$ cat config.mk
export PLATFORM = sky130hd
export DESIGN_NAME = calc_display
export DESIGN_NICKNAME = d
export VERILOG_FILES = /design/src/rtl/calc_display_pkg.sv /design/src/rtl/calc_display_seg7.sv /design/src/rtl/calc_display.sv
export SDC_FILE = /design/constraint.sdc
export NUM_CORES = 1
export LEC_CHECK = 0
export CORE_ASPECT_RATIO = 1.5
export CORE_MARGIN = 4
export CORE_UTILIZATION = 40
export DETAILED_ROUTE_END_ITERATION = 8
export PLACE_DENSITY = 0.62
export REMOVE_ABC_BUFFERS = 1
export SLEW_MARGIN = 25
export SYNTH_ARGS = -nofsm -noshare
export SYNTH_HDL_FRONTEND = slang
export SYNTH_SLANG_ARGS = --single-unit
$ cat constraint.sdc
create_clock -name clock -period 4.3 [get_ports clock]
set_clock_uncertainty 0.2 [all_clocks]
set_input_delay 1.075 -clock clock [delete_from_list [all_inputs] [get_ports clock]]
set_output_delay 1.075 -clock clock [all_outputs]
set_load 0.01 [all_outputs]
$ cat src/rtl/calc_display_pkg.sv
// Shared codes for calc_display: status encodings, FSM states, glyph codes and
// active-low seven-segment patterns (bit order g..a).
package calc_disp_pkg;

  localparam logic [1:0] ST_ERR   = 2'b00;
  localparam logic [1:0] ST_BUSY  = 2'b01;
  localparam logic [1:0] ST_READY = 2'b10;
  localparam logic [1:0] ST_PRINT = 2'b11;

  typedef enum logic [1:0] {IDLE, CAPTURE, COMMIT, ERROR} state_t;

  // Glyph codes 0..9 are the decimal digits; 10..15 fall through to blank.
  typedef logic [4:0] glyph_t;
  localparam glyph_t GL_BLANK = 5'd16;
  localparam glyph_t GL_E     = 5'd17;
  localparam glyph_t GL_R     = 5'd18;
  localparam glyph_t GL_O     = 5'd19;

  localparam logic [6:0] SEG_0     = 7'h40;
  localparam logic [6:0] SEG_1     = 7'h79;
  localparam logic [6:0] SEG_2     = 7'h24;
  localparam logic [6:0] SEG_3     = 7'h30;
  localparam logic [6:0] SEG_4     = 7'h19;
  localparam logic [6:0] SEG_5     = 7'h12;
  localparam logic [6:0] SEG_6     = 7'h02;
  localparam logic [6:0] SEG_7     = 7'h78;
  localparam logic [6:0] SEG_8     = 7'h00;
  localparam logic [6:0] SEG_9     = 7'h10;
  localparam logic [6:0] SEG_E     = 7'h06;
  localparam logic [6:0] SEG_R     = 7'h2F;
  localparam logic [6:0] SEG_O     = 7'h23;
  localparam logic [6:0] SEG_BLANK = 7'h7F;

endpackage

$ cat src/rtl/calc_display_seg7.sv
// Glyph code to active-low seven-segment pattern; unknown codes are blank.
module seg7_decoder
  import calc_disp_pkg::*;
(
  input  logic [4:0] glyph,
  output logic [6:0] seg
);

  always_comb begin
    seg = SEG_BLANK;
    case (glyph)
      5'd0:    seg = SEG_0;
      5'd1:    seg = SEG_1;
      5'd2:    seg = SEG_2;
      5'd3:    seg = SEG_3;
      5'd4:    seg = SEG_4;
      5'd5:    seg = SEG_5;
      5'd6:    seg = SEG_6;
      5'd7:    seg = SEG_7;
      5'd8:    seg = SEG_8;
      5'd9:    seg = SEG_9;
      GL_E:    seg = SEG_E;
      GL_R:    seg = SEG_R;
      GL_O:    seg = SEG_O;
      default: seg = SEG_BLANK;
    endcase
  end

endmodule

$ cat src/rtl/calc_display.sv
// Captures the calculator print stream into a shadow buffer, commits whole frames
// and multiplexes 8 digits. Define CALC_DISPLAY_LZ_BLANK_EN to blank leading zeros.
module calc_display
  import calc_disp_pkg::*;
#(
  parameter int unsigned REFRESH_DIV = 50000
) (
  input  logic       clock,
  input  logic       reset,
  input  logic [1:0] status,
  input  logic [3:0] data,
  input  logic [3:0] pos,
  output logic [7:0] an,
  output logic [7:0] seg,
  output logic       frame_done,
  output logic       err
);

  localparam int unsigned CW = $clog2(REFRESH_DIV);

  state_t          state;
  logic [7:0][3:0] shadow, shadow_nxt, disp;
  logic [CW-1:0]   cnt;
  logic [2:0]      idx;
  logic            capture;
  glyph_t          glyph;
  logic [6:0]      seg7;

  assign capture = (status == ST_PRINT) && (pos >= 4'd1) && (pos <= 4'd8);

  // pos 1..8 maps to index 0..7; the 3-bit wrap turns pos 8 (low bits 000) into 7.
  always_comb begin
    shadow_nxt = shadow;
    if (capture) shadow_nxt[pos[2:0] - 3'd1] = data;
  end

  // The commit copy and pulse are issued on the edge entering COMMIT so both are
  // visible during the COMMIT cycle, one cycle after the pos==8 sample.
  always_ff @(posedge clock or posedge reset) begin
    if (reset) begin
      state      <= IDLE;
      shadow     <= '0;
      disp       <= '0;
      frame_done <= 1'b0;
      err        <= 1'b0;
    end else begin
      frame_done <= 1'b0;
      if (status == ST_ERR || state == ERROR) begin
        state  <= ERROR;
        err    <= 1'b1;
        shadow <= '0;
      end else begin
        case (state)
          IDLE: if (capture) begin
            shadow <= shadow_nxt;
            state  <= CAPTURE;
          end
          CAPTURE: if (capture) begin
            shadow <= shadow_nxt;
            if (pos == 4'd8) begin
              disp       <= shadow_nxt;
              frame_done <= 1'b1;
              state      <= COMMIT;
            end
          end
          default: state <= IDLE;
        endcase
      end
    end
  end

  always_ff @(posedge clock or posedge reset) begin
    if (reset) begin
      cnt <= '0;
      idx <= '0;
    end else if (cnt == CW'(REFRESH_DIV - 1)) begin
      cnt <= '0;
      idx <= idx + 3'd1;
    end else begin
      cnt <= cnt + 1'b1;
    end
  end

  assign an = ~(8'd1 << idx);

`ifdef CALC_DISPLAY_LZ_BLANK_EN
  logic [2:0] msnz;
  always_comb begin
    msnz = '0;
    for (int unsigned i = 1; i < 8; i++)
      if (disp[i] != '0) msnz = 3'(i);
  end
`endif

  always_comb begin
    glyph = GL_BLANK;
    if (err) begin
      case (idx)
        3'd3:        glyph = GL_E;
        3'd2, 3'd1:  glyph = GL_R;
        3'd0:        glyph = GL_O;
        default:     glyph = GL_BLANK;
      endcase
    end else begin
      glyph = (disp[idx] > 4'd9) ? GL_BLANK : {1'b0, disp[idx]};
`ifdef CALC_DISPLAY_LZ_BLANK_EN
      if (idx > msnz) glyph = GL_BLANK;
`endif
    end
  end

  seg7_decoder u_dec (
    .glyph (glyph),
    .seg   (seg7)
  );

  assign seg = {1'b1, seg7};

endmodule

## Word-level counts from Yosys, hierarchy flattened

Memories as Yosys holds them, arrays and structs flattened.
Index checks and enable logic that the tools add are counted.

- $add $sub $neg: 3
- $lt $le $gt $ge: 6
- Eq/ne operators: 11
- Shift-type cells: 1
- Mux-type cells: 21
- Bitwise logic cells: 2
- Reduce and logical (&&, ||, !) cells: 14

Operators with widths:

| kind | number |
|---|---|
| 32-bit two-way mux | 3 |
| 32-bit bitwise mux | 1 |
| 16-bit by 1-bit adder with 16-bit output, second input constant | 1 |
| 16-bit == test, second input constant | 1 |
| 16-bit two-way mux | 1 |
| 4-bit binary-select mux with 3-bit select | 1 |
| 4-bit demux with 3-bit select | 1 |
| 5-bit two-way mux | 2 |
| 3-bit != test, second input constant | 3 |
| 3-bit by 4-bit less-than comparator with 1-bit output, second input constant | 2 |
| 2-bit two-way mux | 4 |
| 4-bit two-way mux | 2 |
| 8-bit inverter | 1 |
| 1-bit by 3-bit left shift with 8-bit output, first input constant | 1 |
| 3-bit by 2-bit == test with 1-bit output, second input constant | 2 |
| 2-bit case mux with 3 select lines | 1 |
| 2-bit == test, second input constant | 2 |
| 4-bit == test, second input constant | 1 |
| 4-bit by 1-bit >= comparator with 1-bit output, second input constant | 1 |
| 4-bit greater-than comparator, second input constant | 1 |
| 4-bit <= comparator, second input constant | 1 |
| 2-bit logical NOT | 2 |
| 1-bit two-way mux | 4 |
| 2-bit case mux with 2 select lines | 1 |
| other kinds (14) | 18 |

- Bits in registers: 87
- Bits in read-only memories: 224
- Input bits: 12
- Output and inout port bits: 18
- Word-level logic and storage cells: 80
- Memories: 1

Memory list:

| memory | depth | width | rd ports | clocked after memory_dff | write ports | RTL line | text |
|---|---|---|---|---|---|---|---|
| (name not given) | 32 | 7 | 1 | 0 | 0 | calc_display_seg7.sv:11 | `case (glyph)` |

## Longest topological paths before layout

Gate-level depths: netlist of the first run.

- Word-level depth: 9
- Gate-level depth with buffers: 13
- Mapped depth without buffers: 12

## Cells and area by module

A second synthesis of the first run with hierarchy kept.

- Cells, all modules: 440
- Area total of the unflattened synthesis: 4825.9 um2

By module, submodules not included:

| module | times used | cells each | area each (um2) | sequential area each (um2) |
|---|---|---|---|---|
| calc_display | 1 | 399 | 4489.3 | 2177.1 |
| seg7_decoder | 1 | 41 | 336.6 | 0.0 |

## Worst setup path before layout of the first run

No wires, ideal clock.

- Path type: flip-flop to output port
- From: reg idx[0]
- To: out seg[2]
- Data arrival time: 2.470 ns
- Required time: 3.025 ns
- Slack: 0.555 ns
- Cell stages (with the launch flop): 9
- Buffers on the path: 0
- Cell sequence: dfrtp_1 -> mux4_1 -> mux2i_4 -> a21oi_1 -> o21ai_0 -> inv_1 -> ha_1 -> and3_1 -> o32a_1

- Word-level cells in the longest chain between the ends: 6
- Elaborated cells on any way between the ends: 12
- Classes of those cells: order compare (1); eq/ne (3); mux (5); reduce/logical (2); memory (1)

RTL lines:

| item | RTL line | text |
|---|---|---|
| start, declared | calc_display.sv:24 | `logic [2:0] idx;` |
| start signal, assigned | calc_display.sv:78 | `idx <= idx + 3'd1;` |
| 4-bit binary-select mux with 3-bit select | calc_display.sv:105 | `glyph = (disp[idx] > 4'd9) ? GL_BLANK : {1'b0, disp[idx]};` |
| 4-bit two-way mux (not written as such) | calc_display.sv:105 |  |
| 4-bit greater-than comparator | calc_display.sv:105 |  |
| 5-bit two-way mux | calc_display.sv:105 |  |
| 5-bit two-way mux * | calc_display.sv:97 | `if (err) begin` |
| memory 32 x 7 bit * | - |  |
| end, declared | calc_display.sv:14 | `output logic [7:0] seg,` |

Every way passes the cells marked *; elsewhere a longest branch is shown, timed or not. The select of a mux whose other input is x is not followed.

## Worst setup path after layout of the first run

- From: reg idx[1]
- To: out seg[1]

Same word-level chain as after synthesis.

==> impl_metrics.tcl, run 1 <==
set metrics [dict create \
    status "completed" \
    layout_setup_ws_ps 218 \
    synth.cell_area_um2 4480 \
    holdBufCountCts 0 \
    drt_iter0_markers 204 \
    die_area_um2 13000 \
    effective_utilization_at_floorplan 0.407 \
    finalCritPeriodShare 0.949 \
    wl_met2_um 4990 \
    dp.final_hpwl_um 7000 \
    die-height_um 138 \
    vdd_ir_drop_max_v 0.000155 \
    combPwrFrac 0.076 \
    pwr_density_cell_nw_per_um2 353 \
    power_mw 1.89 \
    crit_path_cell_trace "buf_6, mux4_2, or2_1, nand3_1, o21ai_2, buf_4, ha_1, nand2_1, a21o_1, dlygate4sd2_1" \
    worst_slew_pin_slew_ps 799 \
    syn_area_per_cell_um2 10.7 \
    pre_antenna_drt_iters 5 \
    critical-path-slowest-cell "sky130_fd_sc_hd__mux4_2" \
    clock_latency_at_the_later_pin_of_the_worst_skew_pair_ps 330 \
    share_seq_of_total_power 0.457 \
    final_hold_slack_ps 290 \
    antenna_found_initial 0 \
    switching_share 0.211 \
    route.detailed.vias_per_inst 5.35 \
    post_route_cells_drive_above_1_share 0.116 \
    final-setup-viol-count 0 \
    yosysUniqueCellTypes 47 \
    p_int_mw 1.49 \
    rsz0062_at_grt "false" \
    fmaxAchievable_mhz 245 \
    grt_pass1_wl_um 16400 \
    route.vias.total 3226 \
    route.top_layer_used "met4" \
    worst-path-max-fanout 6 \
    detail_route.wirelength.met1_um 4140 \
    top_flip_flop_cell_by_instance_count_after_synthesis "sky130_fd_sc_hd__dfrtp_1" \
    coreArea_um2 11000 \
    slew_viol_final 0 \
    layout.cells.non_filler 603 \
    async_reset_ff_frac 1.00 \
    grt_max_degree 66 \
    finish.utilization 0.486 \
    p_leak_nw 2.37 \
    worst_setup_path_start_kind "flop" \
    clock_tree.buffer_depth 2 \
    cts_max_level 3 \
    layout.filler_cells 1026 \
    report.final.hold_viol_count 0 \
    yosysSeqAreaShare 0.486 \
    max_slew_margin 0.467 \
    hold_class "reg2reg" \
    numCtsBuffers 9 \
    path_clk_slew_ps 60 \
    post_synth_inst_count 417 \
    timing.max_cap.violations 0 \
    wl_met3_um 295 \
    drc_errors 0 \
    most_common_library_cell_in_the_layout_ignoring_fill_and_taps "sky130_fd_sc_hd__dfrtp_1" \
    crit_path_max_incr_delay_ps 480 \
    worst_hold_path_cell_count 1 \
    tritoncts "done" \
    ys_seq_elements 87 \
    port_buffers 28 \
    grtUsageTotal 0.164 \
    gr-total-overflow 0 \
    power.net_switching_uw 399 \
    detail_route.wirelength_um 9720 \
    via_count_of_the_first_global_routing_pass 3362 \
    clock_power_share 0.467 \
    timing.setup.critical_path_class "reg2out" \
    antenna_cells_inserted 0 \
    layout.cells.most_common_list "sky130_fd_sc_hd__dfrtp_1, sky130_fd_sc_hd__nor2_1, sky130_fd_sc_hd__a21oi_1" \
    clkSinkCount 87 \
    dpl.cell_count 583 \
    top_level_ports 30 \
    clock-root-buffer "sky130_fd_sc_hd__clkbuf_16" \
    synth-edff-count 0 \
    num_rows 47 \
    synth_to_final_area_change_pct 19.4 \
    layout_min_cycle_time_ps 4080 \
    r2r_cells 6 \
    final_non_filler_cell_area_um2 5350 \
    timing.critical_path.arrival_ps 2810 \
    routabilityCongestion 0.791 \
    required_ps 3020 \
    placement.setup.worst_slack_ps -9.22 \
    ys_warn_count 0 \
    drt-wirelength-per-cell_um 16.1 \
    timing.setup.tns_ps 0 \
    die_w_um 94.4 \
    antenna_left 0 \
    placedInstanceArea_um2 4960 \
    nNetsFinal 477 \
    end_kind "output port" \
]
synthesized netlist by cell type, types with 2 or more instances:
library cell | instances | area share
sky130_fd_sc_hd__o21ai_0 | 10 | 0.011
sky130_fd_sc_hd__nor2b_1 | 5 | 0.0070
sky130_fd_sc_hd__xnor2_1 | 9 | 0.018
sky130_fd_sc_hd__o21ai_1 | 9 | 0.010
sky130_fd_sc_hd__nor2_1 | 54 | 0.045
sky130_fd_sc_hd__inv_1 | 14 | 0.012
sky130_fd_sc_hd__xor2_1 | 7 | 0.014
sky130_fd_sc_hd__mux2i_1 | 34 | 0.076
sky130_fd_sc_hd__nor3_2 | 3 | 0.0067
sky130_fd_sc_hd__clkbuf_1 | 10 | 0.0084
sky130_fd_sc_hd__and4_1 | 2 | 0.0039
sky130_fd_sc_hd__dfrtp_1 | 87 | 0.49
sky130_fd_sc_hd__a22o_1 | 32 | 0.063
sky130_fd_sc_hd__nor4b_1 | 2 | 0.0039
sky130_fd_sc_hd__a31oi_1 | 3 | 0.0042
sky130_fd_sc_hd__a21oi_1 | 37 | 0.041
sky130_fd_sc_hd__nor4bb_1 | 2 | 0.0045
sky130_fd_sc_hd__nand2b_1 | 3 | 0.0042
sky130_fd_sc_hd__o22ai_1 | 2 | 0.0028
sky130_fd_sc_hd__nor3_1 | 7 | 0.0078
sky130_fd_sc_hd__buf_2 | 7 | 0.0078
sky130_fd_sc_hd__nand4_1 | 2 | 0.0028
sky130_fd_sc_hd__nand2_1 | 18 | 0.015
sky130_fd_sc_hd__and3_1 | 5 | 0.0070
sky130_fd_sc_hd__or2_1 | 2 | 0.0028
sky130_fd_sc_hd__ha_1 | 14 | 0.039
sky130_fd_sc_hd__nand3_1 | 9 | 0.010
sky130_fd_sc_hd__nor3b_1 | 2 | 0.0034
sky130_fd_sc_hd__mux2i_4 | 3 | 0.015
sky130_fd_sc_hd__mux4_1 | 6 | 0.035
critical path: cells and delay by family, from the launching register on:
family | cells | cell delay, ps
buffers and inverters | 3 | 580
AO/OA/AOI/OAI | 2 | 250
multiplexers | 1 | 480
flip-flops | 1 | 440
AND/OR/NAND/NOR | 3 | 420
adder cells (fa/ha/maj) | 1 | 300
power groups by stage:
stage / clock (mW) / combinational (mW) / sequential, mW
2_1_floorplan: 0 / 0.0923 / 0.866
3_5_place_dp: 0 / 0.141 / 0.876
3_3_place_gp: 0 / 0.139 / 0.876
6_report: 0.881 / 0.143 / 0.861
4_1_cts: 0.900 / 0.144 / 0.862
5_1_grt: 0.926 / 0.160 / 0.863
state kept, by name (all words and copies together), names as in the netlist:
register and flops:
state 2, idx 3, cnt 16, shadow 32, err 1, frame_done 1
disp 32
metal layers:
metal	global-route usage	vias up
li1	-	1566
met5	0	-
met2	0.288	74
met1	0.195	1565
met3	0.0240	21
met4	0.0779	0
final timing paths:
path                       slack (ps)  endpoint    from
max in group asynchronous        2210    idx[1]   reset
min reg2reg                       290    cnt[0]  cnt[0]
min in group asynchronous         990   cnt[14]   reset
min                               290    cnt[0]  cnt[0]
max                               220    seg[1]  idx[1]
max reg2reg                      2290    cnt[9]  cnt[0]
logic make-up (layout without fill, tap and decap cells):
group | Yosys count | count (layout) | synth area share
AND/OR/NAND/NOR | 120 | 120 | 0.130
adder cells (fa/ha/maj) | 14 | 14 | 0.0391
buffers and inverters | 34 | 73 | 0.0332
AO/OA/AOI/OAI | 101 | 101 | 0.148
other | 1 | 1 | 0.000837
XOR/XNOR | 16 | 16 | 0.0313
flip-flops | 87 | 87 | 0.486
multiplexers | 44 | 44 | 0.131
area by class of cell:
| cell class | count | area (µm²) | area share |
|---|---|---|---|
| Sequential cell | 87 | 2180 | 0.408 |
| Multi-Input combinational cell | 296 | 2150 | 0.402 |
| Timing Repair Buffer | 43 | 432 | 0.0807 |
| Clock buffer | 11 | 243 | 0.0454 |
| Tap cell | 147 | 184 | 0.0344 |
| Clock inverter | 5 | 104 | 0.0194 |
| Inverter | 14 | 53.8 | 0.0101 |
repair_timing:
item / in CTS / in global routing
endpoints found under the setup margin: 7 / 5
pin swaps: 2 / 0
setup buffers: 2 / 2
hold endpoints to repair: 0 / 0
resized for setup: 16 / 6
(Power assumes the default switching activity.)
==> run 2, diff against run 1 <==
- CORE_UTILIZATION: 40 -> 55
- PLACE_DENSITY: 0.62 -> 0.79
==> run 2 against run 1 <==
  * Via count grew 5.2%
  * Combinational power increased by 3%
  * First-iteration DRC count increased by 32%
  * Critical path depth unchanged
  * Hold slack worse by 7.1 ps
  * Register-to-register slack gained 40 ps
  * Largest power group unchanged
==> impl_metrics.tcl, run 2 (synthesis gave the netlist of run 1 again) <==
set metrics [dict create \
    status "completed" \
    timing.critical_path.arrival_ps 2910 \
    cts_max_level 3 \
    r2r_cells 6 \
    synth_to_final_area_change_pct 18.6 \
    antenna_left 0 \
    path_clk_slew_ps 60 \
    pre_antenna_drt_iters 4 \
    route.detailed.vias_per_inst 6.02 \
    dpl.cell_count 545 \
    grt_pass1_wl_um 17000 \
    dp.final_hpwl_um 6870 \
    numCtsBuffers 9 \
    die_w_um 81.7 \
    worst_slew_pin_slew_ps 769 \
    clkSinkCount 87 \
    layout.cells.most_common_list "sky130_fd_sc_hd__dfrtp_1, sky130_fd_sc_hd__nor2_1, sky130_fd_sc_hd__a21oi_1" \
    placedInstanceArea_um2 4940 \
    r2r_slack_ps 2330 \
    layout.filler_cells 582 \
    die-height_um 119 \
    port_buffers 28 \
    routabilityCongestion 0.855 \
    drc_errors 0 \
    timing.max_cap.violations 0 \
    timing.setup.critical_path_class "reg2out" \
    finish.utilization 0.668 \
    layout_min_cycle_time_ps 4180 \
    most_common_library_cell_in_the_layout_ignoring_fill_and_taps "sky130_fd_sc_hd__dfrtp_1" \
    post_route_cells_drive_above_1_share 0.118 \
    clock-root-buffer "sky130_fd_sc_hd__clkbuf_16" \
    worst_setup_path_start_kind "flop" \
    reg_top3 "disp: 32 flops, shadow: 32 flops, cnt: 16 flops" \
    min-delay-start "cnt[0]" \
    via_count_of_the_first_global_routing_pass 3453 \
    nNetsFinal 480 \
    clock_tree.buffer_depth 2 \
    num_rows 40 \
    detail_route.wirelength_um 10100 \
    worst_hold_path_cell_count 1 \
    min_delay_worst_endpoint "cnt[0]" \
    drt_iter0_markers 269 \
    coreArea_um2 7960 \
    worst-path-max-fanout 7 \
    gr-total-overflow 0 \
    grt_max_degree 80 \
    clock_latency_at_the_later_pin_of_the_worst_skew_pair_ps 340 \
    p_leak_nw 2.35 \
    final_hold_slack_ps 283 \
    power_mw 1.92 \
    die_area_um2 9680 \
    layout.cells.non_filler 564 \
    crit-reg2reg-capture "cnt[9]" \
    fmaxAchievable_mhz 239 \
    finalCritPeriodShare 0.973 \
    route.vias.total 3393 \
    grtUsageTotal 0.230 \
    antenna_cells_inserted 0 \
    vdd_ir_drop_max_v 0.000278 \
    tritoncts "done" \
    required_ps 3020 \
    drt-wirelength-per-cell_um 17.8 \
    final_non_filler_cell_area_um2 5310 \
    hold_class "reg2reg" \
    rr_startpoint "cnt[0]" \
    report.final.hold_viol_count 0 \
    slew_viol_final 0 \
    holdBufCountCts 0 \
    max_slew_margin 0.486 \
    top_level_ports 30 \
    final-setup-viol-count 0 \
    pwr_density_cell_nw_per_um2 361 \
    antenna_found_initial 0 \
    effective_utilization_at_floorplan 0.563 \
    end_kind "output port" \
]
run 2: worst max path at each step:
| stage | from | endpoint | cells past startpoint |
|---|---|---|---|
| 6_report | idx[1] | seg[2] | 10 |
| 5_1_grt | idx[1] | seg[4] | 12 |
| 3_3_place_gp | idx[1] | seg[4] | 11 |
| 4_1_cts | idx[1] | seg[0] | 9 |
| 2_1_floorplan | pos[0] | state[0] | 5 |
| 3_5_place_dp | idx[1] | seg[4] | 11 |
run 2: routing by layer:
metal | global-route usage | part of all wire
met1 | 0.276 | 0.38
met2 | 0.381 | 0.52
met3 | 0.0442 | 0.055
met4 | 0.123 | 0.043
met5 | 0 | 0
run 2: critical path, stage by stage (launching register included):
cell                            delay (ps)
sky130_fd_sc_hd__dfrtp_2               480
sky130_fd_sc_hd__mux4_2                560
sky130_fd_sc_hd__mux2i_4               180
sky130_fd_sc_hd__buf_4                 150
sky130_fd_sc_hd__nor3b_4                40
sky130_fd_sc_hd__a21oi_2               170
sky130_fd_sc_hd__inv_1                  90
sky130_fd_sc_hd__ha_1                  200
sky130_fd_sc_hd__and3_1                150
sky130_fd_sc_hd__o32a_1                280
sky130_fd_sc_hd__dlygate4sd2_1         280
run 2: timing repair:
item / in CTS / in global routing
resized for setup: 16 / 5
setup buffers: 1 / 2
endpoints found under the setup margin: 7 / 3
pin swaps: 0 / 1
run 2: through the flow:
step	setup slack [ps]	TNS (ps)
finish	118	0
global placement	178	0
CTS	2.41	0
detailed placement	45.4	0
floorplan	-3010	-94800
global route	-0.711	-0.711
run 2: final cells by class:
type	instances	area, µm²	share of cell area
Sequential cell	87	2180	0.410
Multi-Input combinational cell	296	2150	0.405
Timing Repair Buffer	46	444	0.0836
Clock buffer	10	239	0.0450
Tap cell	105	131	0.0247
Clock inverter	6	115	0.0217
Inverter	14	53.8	0.0101
run 2: power breakdown:
part	leakage [nW]	switching, mW	internal, mW
registers	1.18	0.0199	0.843
clock network	0.170	0.320	0.587
logic	1.00	0.0861	0.0611
total	2.35	0.426	1.49
